**config.mk**
```make
export PLATFORM = sky130hd
export DESIGN_NAME = sram_capture_ctrl_flat
export DESIGN_NICKNAME = d
export VERILOG_FILES = /design/src/rtl/sram_capture_ctrl_if.sv /design/src/rtl/sram_capture_ctrl.sv /design/src/flat_wrapper.sv
export SDC_FILE = /design/constraint.sdc
export NUM_CORES = 1
export LEC_CHECK = 0
export CORE_MARGIN = 2
export CORE_UTILIZATION = 50
export DETAILED_ROUTE_END_ITERATION = 7
export PLACE_DENSITY = 0.79
export SETUP_SLACK_MARGIN = 0.02
export SLEW_MARGIN = 10
export SYNTH_ARGS = -nofsm -noshare
export SYNTH_HDL_FRONTEND = slang
export SYNTH_SLANG_ARGS = --single-unit
```
**constraint.sdc**
```tcl
create_clock -name clk -period 7.7 [get_ports clk]
set_input_delay 1.155 -clock clk [delete_from_list [all_inputs] [get_ports clk]]
set_output_delay 1.155 -clock clk [all_outputs]
set_load 0.01 [all_outputs]
```
**src/rtl/sram_capture_ctrl_if.sv**
```systemverilog
// Sample capture, readout stream and SRAM port bundle for sram_capture_ctrl.
// The master modport is the controller side; slave is the environment (sampler, host, SRAM).
`timescale 1ns/1ps
interface sram_capture_ctrl_if;
  logic        start;
  logic        dump;
  logic [15:0] len_m1;
  logic        sample_valid;
  logic [15:0] sample_data;
  logic        out_valid;
  logic        out_ready;
  logic [15:0] out_data;
  logic        out_last;
  logic        busy;
  logic        cap_done;
  logic        sram_wen;
  logic [15:0] sram_addr;
  logic [15:0] sram_wdata;
  logic [15:0] sram_rdata;

  modport master (
    input  start, dump, len_m1, sample_valid, sample_data, out_ready, sram_rdata,
    output out_valid, out_data, out_last, busy, cap_done, sram_wen, sram_addr, sram_wdata
  );

  modport slave (
    output start, dump, len_m1, sample_valid, sample_data, out_ready, sram_rdata,
    input  out_valid, out_data, out_last, busy, cap_done, sram_wen, sram_addr, sram_wdata
  );
endinterface

```
**src/rtl/sram_capture_ctrl.sv**
```systemverilog
// Captures a block of samples into a 64Kx16 SPRAM from address 0 and streams it back
// over valid/ready. Every output is a register with an asynchronous active-high reset.
//
// state    | meaning
// IDLE     | waiting for start (capture) or dump (readout)
// CAP      | writing accepted samples; fin_q marks the final write cycle
// RD_ADDR  | sram_addr driven with the current word address
// RD_LATCH | address held while the bank-muxed read data settles; data latched
// RD_OUT   | word presented on out_data until the consumer takes it
`timescale 1ns/1ps
module sram_capture_ctrl (
  input  logic                  clk,
  input  logic                  rst,
  sram_capture_ctrl_if.master   bus
);

  typedef enum logic [2:0] {
    IDLE     = 3'd0,
    CAP      = 3'd1,
    RD_ADDR  = 3'd2,
    RD_LATCH = 3'd3,
    RD_OUT   = 3'd4
  } state_t;

  state_t      state_q, state_d;
  logic [15:0] ptr_q, ptr_d;
  logic [15:0] cnt_q, cnt_d;
  logic [15:0] len_q, len_d;
  logic [15:0] addr_q, addr_d;
  logic [15:0] wdata_q, wdata_d;
  logic [15:0] out_data_q, out_data_d;
  logic        wen_q, wen_d;
  logic        fin_q, fin_d;
  logic        out_valid_q, out_valid_d;
  logic        out_last_q, out_last_d;
  logic        cap_done_q, cap_done_d;
  logic        busy_q;

  always_ff @(posedge clk or posedge rst) begin
    if (rst) begin
      state_q     <= IDLE;
      ptr_q       <= '0;
      cnt_q       <= '0;
      len_q       <= '0;
      addr_q      <= '0;
      wdata_q     <= '0;
      out_data_q  <= '0;
      wen_q       <= 1'b0;
      fin_q       <= 1'b0;
      out_valid_q <= 1'b0;
      out_last_q  <= 1'b0;
      cap_done_q  <= 1'b0;
      busy_q      <= 1'b0;
    end else begin
      state_q     <= state_d;
      ptr_q       <= ptr_d;
      cnt_q       <= cnt_d;
      len_q       <= len_d;
      addr_q      <= addr_d;
      wdata_q     <= wdata_d;
      out_data_q  <= out_data_d;
      wen_q       <= wen_d;
      fin_q       <= fin_d;
      out_valid_q <= out_valid_d;
      out_last_q  <= out_last_d;
      cap_done_q  <= cap_done_d;
      busy_q      <= (state_d != IDLE);
    end
  end

  always_comb begin
    state_d     = state_q;
    ptr_d       = ptr_q;
    cnt_d       = cnt_q;
    len_d       = len_q;
    addr_d      = addr_q;
    wdata_d     = wdata_q;
    out_data_d  = out_data_q;
    wen_d       = 1'b0;
    fin_d       = fin_q;
    out_valid_d = out_valid_q;
    out_last_d  = out_last_q;
    cap_done_d  = cap_done_q;

    unique case (state_q)
      IDLE: begin
        if (bus.start) begin
          len_d      = bus.len_m1;
          ptr_d      = '0;
          cnt_d      = '0;
          fin_d      = 1'b0;
          cap_done_d = 1'b0;
          state_d    = CAP;
        end else if (bus.dump) begin
          len_d   = bus.len_m1;
          addr_d  = '0;
          cnt_d   = '0;
          state_d = RD_ADDR;
        end
      end
      CAP: begin
        // Final write is on the bus this cycle; samples arriving now are beyond the block.
        if (fin_q) begin
          fin_d      = 1'b0;
          cap_done_d = 1'b1;
          state_d    = IDLE;
        end else if (bus.sample_valid) begin
          wen_d   = 1'b1;
          addr_d  = ptr_q;
          wdata_d = bus.sample_data;
          ptr_d   = ptr_q + 16'd1;
          cnt_d   = cnt_q + 16'd1;
          if (cnt_q == len_q) fin_d = 1'b1;
        end
      end
      RD_ADDR: begin
        state_d = RD_LATCH;
      end
      RD_LATCH: begin
        out_data_d  = bus.sram_rdata;
        out_valid_d = 1'b1;
        out_last_d  = (cnt_q == len_q);
        state_d     = RD_OUT;
      end
      RD_OUT: begin
        if (bus.out_ready) begin
          out_valid_d = 1'b0;
          out_last_d  = 1'b0;
          if (out_last_q) begin
            state_d = IDLE;
          end else begin
            addr_d  = addr_q + 16'd1;
            cnt_d   = cnt_q + 16'd1;
            state_d = RD_ADDR;
          end
        end
      end
      default: state_d = IDLE;
    endcase
  end

  assign bus.sram_wen   = wen_q;
  assign bus.sram_addr  = addr_q;
  assign bus.sram_wdata = wdata_q;
  assign bus.out_valid  = out_valid_q;
  assign bus.out_data   = out_data_q;
  assign bus.out_last   = out_last_q;
  assign bus.busy       = busy_q;
  assign bus.cap_done   = cap_done_q;

endmodule

```
**src/flat_wrapper.sv**
```systemverilog
// flat-port wrapper written by rule: the top's interface ports become plain ports
module sram_capture_ctrl_flat 
  (clk, rst, bus_start, bus_dump, bus_len_m1, bus_sample_valid, bus_sample_data, bus_out_ready, bus_sram_rdata, bus_out_valid, bus_out_data, bus_out_last, bus_busy, bus_cap_done, bus_sram_wen, bus_sram_addr, bus_sram_wdata);
  sram_capture_ctrl_if bus_i ();
  input  logic clk;
  input  logic rst;
  input wire logic [$bits(bus_i.start)-1:0] bus_start;
  input wire logic [$bits(bus_i.dump)-1:0] bus_dump;
  input wire logic [$bits(bus_i.len_m1)-1:0] bus_len_m1;
  input wire logic [$bits(bus_i.sample_valid)-1:0] bus_sample_valid;
  input wire logic [$bits(bus_i.sample_data)-1:0] bus_sample_data;
  input wire logic [$bits(bus_i.out_ready)-1:0] bus_out_ready;
  input wire logic [$bits(bus_i.sram_rdata)-1:0] bus_sram_rdata;
  output wire logic [$bits(bus_i.out_valid)-1:0] bus_out_valid;
  output wire logic [$bits(bus_i.out_data)-1:0] bus_out_data;
  output wire logic [$bits(bus_i.out_last)-1:0] bus_out_last;
  output wire logic [$bits(bus_i.busy)-1:0] bus_busy;
  output wire logic [$bits(bus_i.cap_done)-1:0] bus_cap_done;
  output wire logic [$bits(bus_i.sram_wen)-1:0] bus_sram_wen;
  output wire logic [$bits(bus_i.sram_addr)-1:0] bus_sram_addr;
  output wire logic [$bits(bus_i.sram_wdata)-1:0] bus_sram_wdata;
  assign bus_i.start = bus_start;
  assign bus_i.dump = bus_dump;
  assign bus_i.len_m1 = bus_len_m1;
  assign bus_i.sample_valid = bus_sample_valid;
  assign bus_i.sample_data = bus_sample_data;
  assign bus_i.out_ready = bus_out_ready;
  assign bus_i.sram_rdata = bus_sram_rdata;
  assign bus_out_valid = bus_i.out_valid;
  assign bus_out_data = bus_i.out_data;
  assign bus_out_last = bus_i.out_last;
  assign bus_busy = bus_i.busy;
  assign bus_cap_done = bus_i.cap_done;
  assign bus_sram_wen = bus_i.sram_wen;
  assign bus_sram_addr = bus_i.sram_addr;
  assign bus_sram_wdata = bus_i.sram_wdata;
  sram_capture_ctrl u_core (.clk(clk), .rst(rst), .bus(bus_i));
endmodule
```
==> results of run 1 <==
how the worst min path moves through the flow:
| stage | to | cells past startpoint |
|---|---|---|
| final | u_core.bus.sram_wdata[6] | 2 |
| after global routing | u_core.bus.sram_wdata[6] | 2 |
| after CTS | u_core.bus.sram_wdata[6] | 2 |
| after detailed placement | u_core.bus.sram_wdata[6] | 2 |
| after global placement | u_core.bus.sram_wdata[6] | 2 |
| after floorplan | u_core.cnt_q[12] | 1 |
cell usage in the layout, fill, tap and decap left out, types with 8 or more instances in the layout:
| cell type | instances |
|---|---|
| nor3_1 | 8 |
| clkdlybuf4s50_1 | 106 |
| nor2_1 | 53 |
| a21oi_1 | 13 |
| nand2_1 | 68 |
| mux2_2 | 32 |
| nand4_1 | 16 |
| dfrtp_1 | 105 |
| o21ai_0 | 30 |
| and3_1 | 11 |
| xor2_1 | 35 |
| nand3_1 | 17 |
| clkbuf_8 | 9 |
routing by layer:
metal | global-route usage, % | vias to the layer above | wire [um]
met5 | 0 | - | 0
met1 | 28.3 | 2021 | 4960
met4 | 6.18 | 0 | 210
met2 | 37.1 | 134 | 5660
li1 | - | 1922 | -
met3 | 5.26 | 18 | 634
sequential cells by signal (all words and copies together) (netlist names):
signal and flops:
u_core.bus.busy 1, u_core.bus.cap_done 1, u_core.bus.out_data 16, u_core.bus.out_last 1, u_core.bus.out_valid 1, u_core.bus.sram_addr 16, u_core.bus.sram_wdata 16, u_core.bus.sram_wen 1
u_core.cnt_q 16, u_core.fin_q 1, u_core.len_q 16, u_core.ptr_q 16, u_core.state_q 3
layout make-up:
type | count | area [um2]
inverters | 5 | 21.3
multi-input cells | 358 | 2270
flip-flops and latches | 105 | 2630
repair buffers | 112 | 1110
clock buffers | 12 | 135
clock inverters | 4 | 30.0
fillers | 773 | 3380
well taps | 133 | 166
cells in the mapped netlist, types with 2 or more instances:
cell | count | area share, %
mux2_2 | 32 | 7.2
nand2_1 | 68 | 5.1
ha_1 | 3 | 0.75
a22oi_1 | 4 | 0.60
and3_1 | 11 | 1.4
o21ai_0 | 30 | 3.0
nand4_1 | 16 | 2.0
a21oi_1 | 13 | 1.3
a221oi_1 | 2 | 0.35
clkbuf_1 | 8 | 0.60
nor3_1 | 8 | 0.80
and2_1 | 3 | 0.37
buf_1 | 2 | 0.15
nand2b_1 | 3 | 0.37
o2bb2ai_1 | 3 | 0.52
o22ai_1 | 2 | 0.25
nor2b_1 | 2 | 0.25
inv_1 | 5 | 0.37
nor2_1 | 54 | 4.0
xnor2_1 | 7 | 1.2
buf_2 | 12 | 1.2
or3b_2 | 2 | 0.35
a22o_1 | 3 | 0.52
dfrtp_1 | 105 | 52
xor2_1 | 35 | 6.1
or3_1 | 4 | 0.50
nand3_1 | 17 | 1.7
a32oi_1 | 5 | 0.87
nor4_1 | 7 | 0.87
and4_1 | 7 | 1.2
a31oi_1 | 3 | 0.37
per-stage QoR:
step / power, mW / util (%) / instance area (um2)
3_3_place_gp: 1.71 / 63.6 / 6190
6_report: 2.03 / 65.3 / 6350
2_1_floorplan: 1.38 / - / 5010
4_1_cts: 2.05 / 65.3 / 6350
3_5_place_dp: 1.75 / 63.6 / 6190
5_1_grt: 2.18 / 65.3 / 6350
power by group through the flow:
stage          clock network (mW)  logic [mW]  registers (mW)
4_1_cts                     0.305       0.895           0.851
2_1_floorplan                   0       0.517           0.868
5_1_grt                     0.330       0.972           0.877
3_3_place_gp                    0       0.854           0.854
3_5_place_dp                    0       0.893           0.859
6_report                    0.299       0.883           0.850
worst min-delay path: stages, from the launching register on:
cell and delay, ns:
dfrtp_1 0.35, nand2_1 0.05, nand2_1 0.05
cells by family after synthesis:
kind of cell | synth area share, %
compound gates | 9.14
flops | 52.4
simple gates | 20.7
xor+xnor | 7.34
buf+inv | 2.47
fa+ha+maj | 0.749
mux | 7.19
==> metrics, run 1 <==
min setup slack post-route 4.40 ns; Die Y 104 um; first-iteration detailed-routing DRC count 205; Comb pwr share 43.4%; Hold WC Path Type reg -> reg; row cnt 36; Critical Path RT 7.94 ns; Post-synth ARST share 100%; most used cell along the critical path a221oi_1; Final Max Slew Viols 0; CTS sink count 105; Reg power frac 41.8%; final setup TNS 0 ns; drt via density 5.62; Int Power 1.27 mW; post-CTS setup buffers 0; Core ar. 9730 um2; Die X-Extent 104 um; DP Worst Slack 4.05 ns; post-synthesis cell type count 46; Hold WS 0.480 ns; Critical Path Start bus_sample_valid; antenna violations before repair 0; EDFF count, synth 0; worst setup path endpoint u_core.bus.sram_addr[1]; Post-route DRC 0; CP Max Fanout 26; Final Hold Viols 0; Clk pwr share 14.7%; syn avg cell area 10.2 um2; # IOs 107; CTS clk-pin slew, worst paths 0.10 ns; nets@finish 648; startpoint types primary input; Sw Pwr 0.763 mW; synthesized cell area 5010 um2; TritonCTS buffer count 9; skew final 0.0119 ns; period utilization 42.8%; vias in the first global route 4092; Routed wire per std cell 15.7 um; IO Port Bufs 106; post-synthesis sequential area ratio 52.4%; Primary FF master, synth dfrtp_1; Critical path buffers and inverters 2; Lkg Pwr 2.78 nW; switching fraction of total power 37.6%; status complete, no violations; Post-Synthesis Net Count 548; Critical Path Sink Type flop; drt pass-1 iters 5; measured slew at the worst slew-check pin 0.934 ns; first-pass GRT wire length 19500 um; maxcap violations 0; die area 10800 um2; hold-fix buffers at CTS 0; CTS tree yes; RSZ-0062 raised after global routing false; DP HPWL 8250 um; post-route insts no fill 729; GRT overflow 0; WL final 11500 um; crit-path max cell delay 0.48 ns; H-tree depth 3; WP data arrival 3.53 ns; min cycle time layout 3.30 ns; cell family with most CP delay simple AND/OR/NAND/NOR gates; worst reg-to-reg path cell count 6; Worst VDD drop 0.206 mV; Post-CTS Resized 0; gpl congestion 0.853; critical-path cell list clkdlybuf4s50_1, or3b_1, a221oi_1, buf_4, nand2b_1, a221oi_1, nor2_1; Synth warnings 0; power density cells 320 nW/um2; WP depth 7; #FFs+latches synth 105; Clock Latency Late Sink 0.36 ns; P&R area growth vs syn 26.8%; r2r setup slk 5.10 ns; # diodes 0; R2R Path End u_core.bus.sram_addr[1]; Crit Path Category in -> reg; Root Buffer clkbuf_8; total track usage 22.0%; relative slew slack 37.5%; worst reg2reg startpoint u_core.state_q[2]; Detail Route Antenna Nets 0; # setup viols final 0; Slowest cell on crit path clkdlybuf4s50_1; share of post-route cells with drive strength above 1 10.4%; Max Fclk 0.303 GHz; cells after synthesis 491; clock buffer depth 2; HP Start u_core.bus.sram_wdata[6]; Via Count 4095; pin count of the biggest net entering global routing 56; starting density of the core 51.5%; Inst Count DP 713
Note: power is estimated with default switching activity, not from simulation.
==> inputs of run 2 (changes only) <==
clock period = 3.2 ns   (was 7.7 ns; I/O delays follow)
==> metrics, run 2 (same netlist as run 1, synthesis figures left out) <==
status complete, no violations; first-pass GRT wire length 19300 um; dpl cell area 6210 um2; Root Buffer clkbuf_8; starting density of the core 51.5%; Design Area, Final 6420 um2; maxcap violations 0; total track usage 21.5%; RSZ-0062 raised after global routing false; vias in the first global route 4018; CP Max Fanout 15; hold-fix buffers at CTS 0; die area 10800 um2; antenna violations before repair 0; Critical Path Sink Type flop; # IOs 107; nets@finish 649; WL final 11400 um; Die Y 104 um; CTS clk-pin slew, worst paths 0.11 ns; # setup viols final 0; Via Count 4052; relative slew slack 34.7%; period utilization 70.7%; startpoint types flop; measured slew at the worst slew-check pin 0.977 ns; gpl congestion 0.911; Hold WC Path Type reg -> reg; drt via density 5.55; IO Port Bufs 106; clock buffer depth 2; min cycle time layout 2.26 ns; Crit Path Category reg -> reg; first-iteration detailed-routing DRC count 242; Hold WS 0.491 ns; pin count of the biggest net entering global routing 106; Final Core Density 66.0%; Worst VDD drop 0.602 mV; CTS sink count 105; most frequent cells in the layout clkdlybuf4s50_1, dfrtp_1, nand2_1; final setup TNS 0 ns; Routed wire per std cell 15.6 um; P&R area growth vs syn 28.1%; DP HPWL 8120 um; Critical Path RT 3.45 ns; TritonCTS buffer count 9; row cnt 36; GRT overflow 0; Post-route DRC 0; Clock Latency Late Sink 0.37 ns; CTS tree yes; Max Fclk 0.442 GHz; Final Hold Viols 0; Final Max Slew Viols 0; share of post-route cells with drive strength above 1 11.1%; Detail Route Antenna Nets 0; Lkg Pwr 2.81 nW; drt pass-1 iters 5; WP data arrival 2.51 ns; Die X-Extent 104 um; Core ar. 9730 um2; power density cells 782 nW/um2; Post-CTS Resized 0; commonest non-fill, non-tap cell in the layout clkdlybuf4s50_1; H-tree depth 3; r2r setup slk 0.94 ns; skew final 0.0150 ns; post-CTS setup buffers 0; # diodes 0
==> run 2: changes by cell type in the layout (fill, tap and decap cells not counted) <==
cell,before,now
buf_12,0,1
bufinv_16,0,1
clkbuf_1,3,0
clkinv_2,1,0
inv_4,1,0
inv_6,0,3
inv_8,0,1
==> run 2: where the power goes <==
part / switching [mW] / total, mW / internal [mW]
logic: 1.05 / 2.11 / 1.06
registers: 0.330 / 2.05 / 1.72
clock network: 0.477 / 0.856 / 0.379
==> run 2: stage by stage <==
stage          std cells  worst slack [ns]  total power [mW]
2_1_floorplan        491              1.35              3.33
3_3_place_gp         714             0.674              4.12
3_5_place_dp         714             0.564              4.20
4_1_cts              730             0.962              5.07
5_1_grt              730             0.825              5.36
6_report             730             0.938              5.02
==> run 2: routing by layer <==
metal	vias up	routed length, um	track usage (%)
met3	15	886	6.39
met2	163	5500	33.9
li1	1930	-	-
met4	0	120	5.98
met1	1944	4890	29.0
met5	-	0	0
==> run 2: path summary, 6_finish.rpt <==
kind,to,from,cells past startpoint
max in group asynchronous,u_core.bus.out_data[0],rst,3
setup reg to reg,u_core.bus.sram_addr[8],u_core.state_q[2],5
hold / removal,u_core.bus.sram_wdata[2],u_core.bus.sram_wdata[2],2
setup / recovery,u_core.bus.sram_addr[8],u_core.state_q[2],5
hold reg to reg,u_core.bus.sram_wdata[2],u_core.bus.sram_wdata[2],2
min in group asynchronous,u_core.bus.out_data[10],rst,3
==> run 2: layout make-up <==
type	instances	area [um2]
clock inverter	7	85.1
inverter	5	22.5
clock buffer	9	124
tap	133	166
multi-input combinational	358	2270
sequential	105	2630
fill	805	3310
timing repair buffer	113	1130
==> run 2: worst max-delay path: stages (launching register included) <==
cell and delay [ns]:
dfrtp_1 0.55, or3b_1 0.45, a221o_1 0.40, nor2_1 0.36, o21ai_0 0.16, a22o_1 0.23
==> inputs of run 3 (changes only) <==
CORE_UTILIZATION = 46   (was 50)
PLACE_DENSITY = 0.76   (was 0.79)
clock period = 1.9 ns   (was 3.2 ns; I/O delays follow)
==> metrics, run 3 (same netlist as run 1, synthesis figures left out) <==
Hold WC Path Type in -> async; # IOs 107; clock buffer depth 2; Pwr Total 9.45 mW; CTS tree yes; RSZ-0062 raised after global routing true; Via Count 4199; worst reg2reg startpoint u_core.state_q[2]; antenna violations before repair 0; Inst Count DP 749; critical-path cell list or3b_4, a221o_2, nor4_2, xnor2_1, nor2_1; WP data arrival 2.17 ns; Crit Path Category reg -> reg; dpl cell area 6480 um2; DP Worst Slack -0.419 ns; skew final 0.0117 ns; P&R area growth vs syn 37.4%; measured slew at the worst slew-check pin 0.527 ns; DP HPWL 8580 um; gpl congestion 0.863; drt via density 5.45; R2R Path End u_core.cnt_q[15]; CTS clk-pin slew, worst paths 0.09 ns; post-route insts no fill 770; most frequent cells in the layout clkdlybuf4s50_1, dfrtp_1, nand2_1; Die X-Extent 108 um; Final Max Slew Viols 0; die area 11700 um2; Critical path buffers and inverters 0; Highest Signal Layer met4; row cnt 38; share of post-route cells with drive strength above 1 18.6%; Core ar. 10700 um2; cell family with most CP delay simple AND/OR/NAND/NOR gates; pin count of the biggest net entering global routing 35; first-iteration detailed-routing DRC count 232; filler instances 889; CTS sink count 105; DR WL met2 5940 um; Critical Path RT 2.19 ns; nets@finish 683; metal3 WL 848 um; H-tree depth 3; drt pass-1 iters 4; Clock Latency Late Sink 0.39 ns; WP depth 5; Final Core Density 64.1%; worst reg-to-reg path cell count 5; final setup TNS 0 ns; Post-route DRC 0; Root Buffer clkbuf_8; IO Port Bufs 106; worst setup path endpoint u_core.cnt_q[15]; relative slew slack 64.8%; min setup slack post-route 0.0141 ns; Die Y 108 um; starting density of the core 46.6%; Critical Path Start u_core.state_q[2]; Hold WS 0.276 ns; Critical Path Sink Type flop; Detail Route Antenna Nets 0; WL final 12100 um; Max Fclk 0.530 GHz; r2r setup slk 0.01 ns; power density cells 1370 nW/um2; CP Max Fanout 6; DRT met1 WL 5040 um; commonest non-fill, non-tap cell in the layout clkdlybuf4s50_1; TritonCTS buffer count 9; # diodes 0; maxcap violations 0; vias in the first global route 4139; Routed wire per std cell 15.7 um; first-pass GRT wire length 19700 um; status complete, no violations; startpoint types flop; # setup viols final 0; Design Area, Final 6880 um2; Lkg Pwr 3.03 nW; period utilization 99.3%; min cycle time layout 1.89 ns; Final Hold Viols 0; crit-path max cell delay 0.43 ns; Slowest cell on crit path dfrtp_1; GRT overflow 0; total track usage 21.5%; Worst VDD drop 0.843 mV
## run 3: cell count changes in the layout (fill, tap and decap cells not counted), sizes merged
cell and delta:
clkbuf +4, o21ai +1, buf +33, bufinv +1, inv -4, clkinv -2
## run 3: routing by layer
layer / vias to the layer above / track usage [%]
met5: - / 0
met4: 0 / 7.69
met3: 27 / 6.21
met2: 146 / 36.0
met1: 2031 / 26.5
li1: 1995 / -
## run 3: how the worst min path moves through the flow
| stage | cells after the start | to | slack [ns] |
|---|---|---|---|
| after floorplan | 2 | u_core.bus.sram_wdata[0] | 0.39 |
| after CTS | 2 | u_core.bus.sram_wdata[5] | 0.27 |
| after detailed placement | 2 | u_core.bus.sram_wdata[2] | 0.46 |
| final | 2 | u_core.bus.out_data[10] | 0.28 |
| after global placement | 2 | u_core.bus.sram_wdata[0] | 0.46 |
| after global routing | 2 | u_core.bus.sram_wdata[5] | 0.31 |
## run 3: cell type report
type                    instances  area [um2]  area share [%]
flip-flops and latches        105        2630            38.2
repair buffers                146        1440            20.9
clock inverters                 2        60.1           0.873
clock buffers                  13         169            2.45
inverters                       5        22.5           0.327
multi-input cells             359        2390            34.7
well taps                     140         175            2.54
## run 3: timing repair
action                                  4_1_cts  5_1_grt
gates cloned                                  2        1
setup buffers                                 1        2
hold buffers                                  0        0
pin swaps                                     1        3
endpoints found under the hold margin         0        0
endpoints found under the setup margin       21       59
resized for setup                             6       41
## run 3: power by group
group	internal [mW]	leakage [nW]	switching, mW	total [mW]
registers	2.91	1.35	0.507	3.41
logic	2.32	1.57	2.14	4.46
clock network	0.844	0.116	0.734	1.58
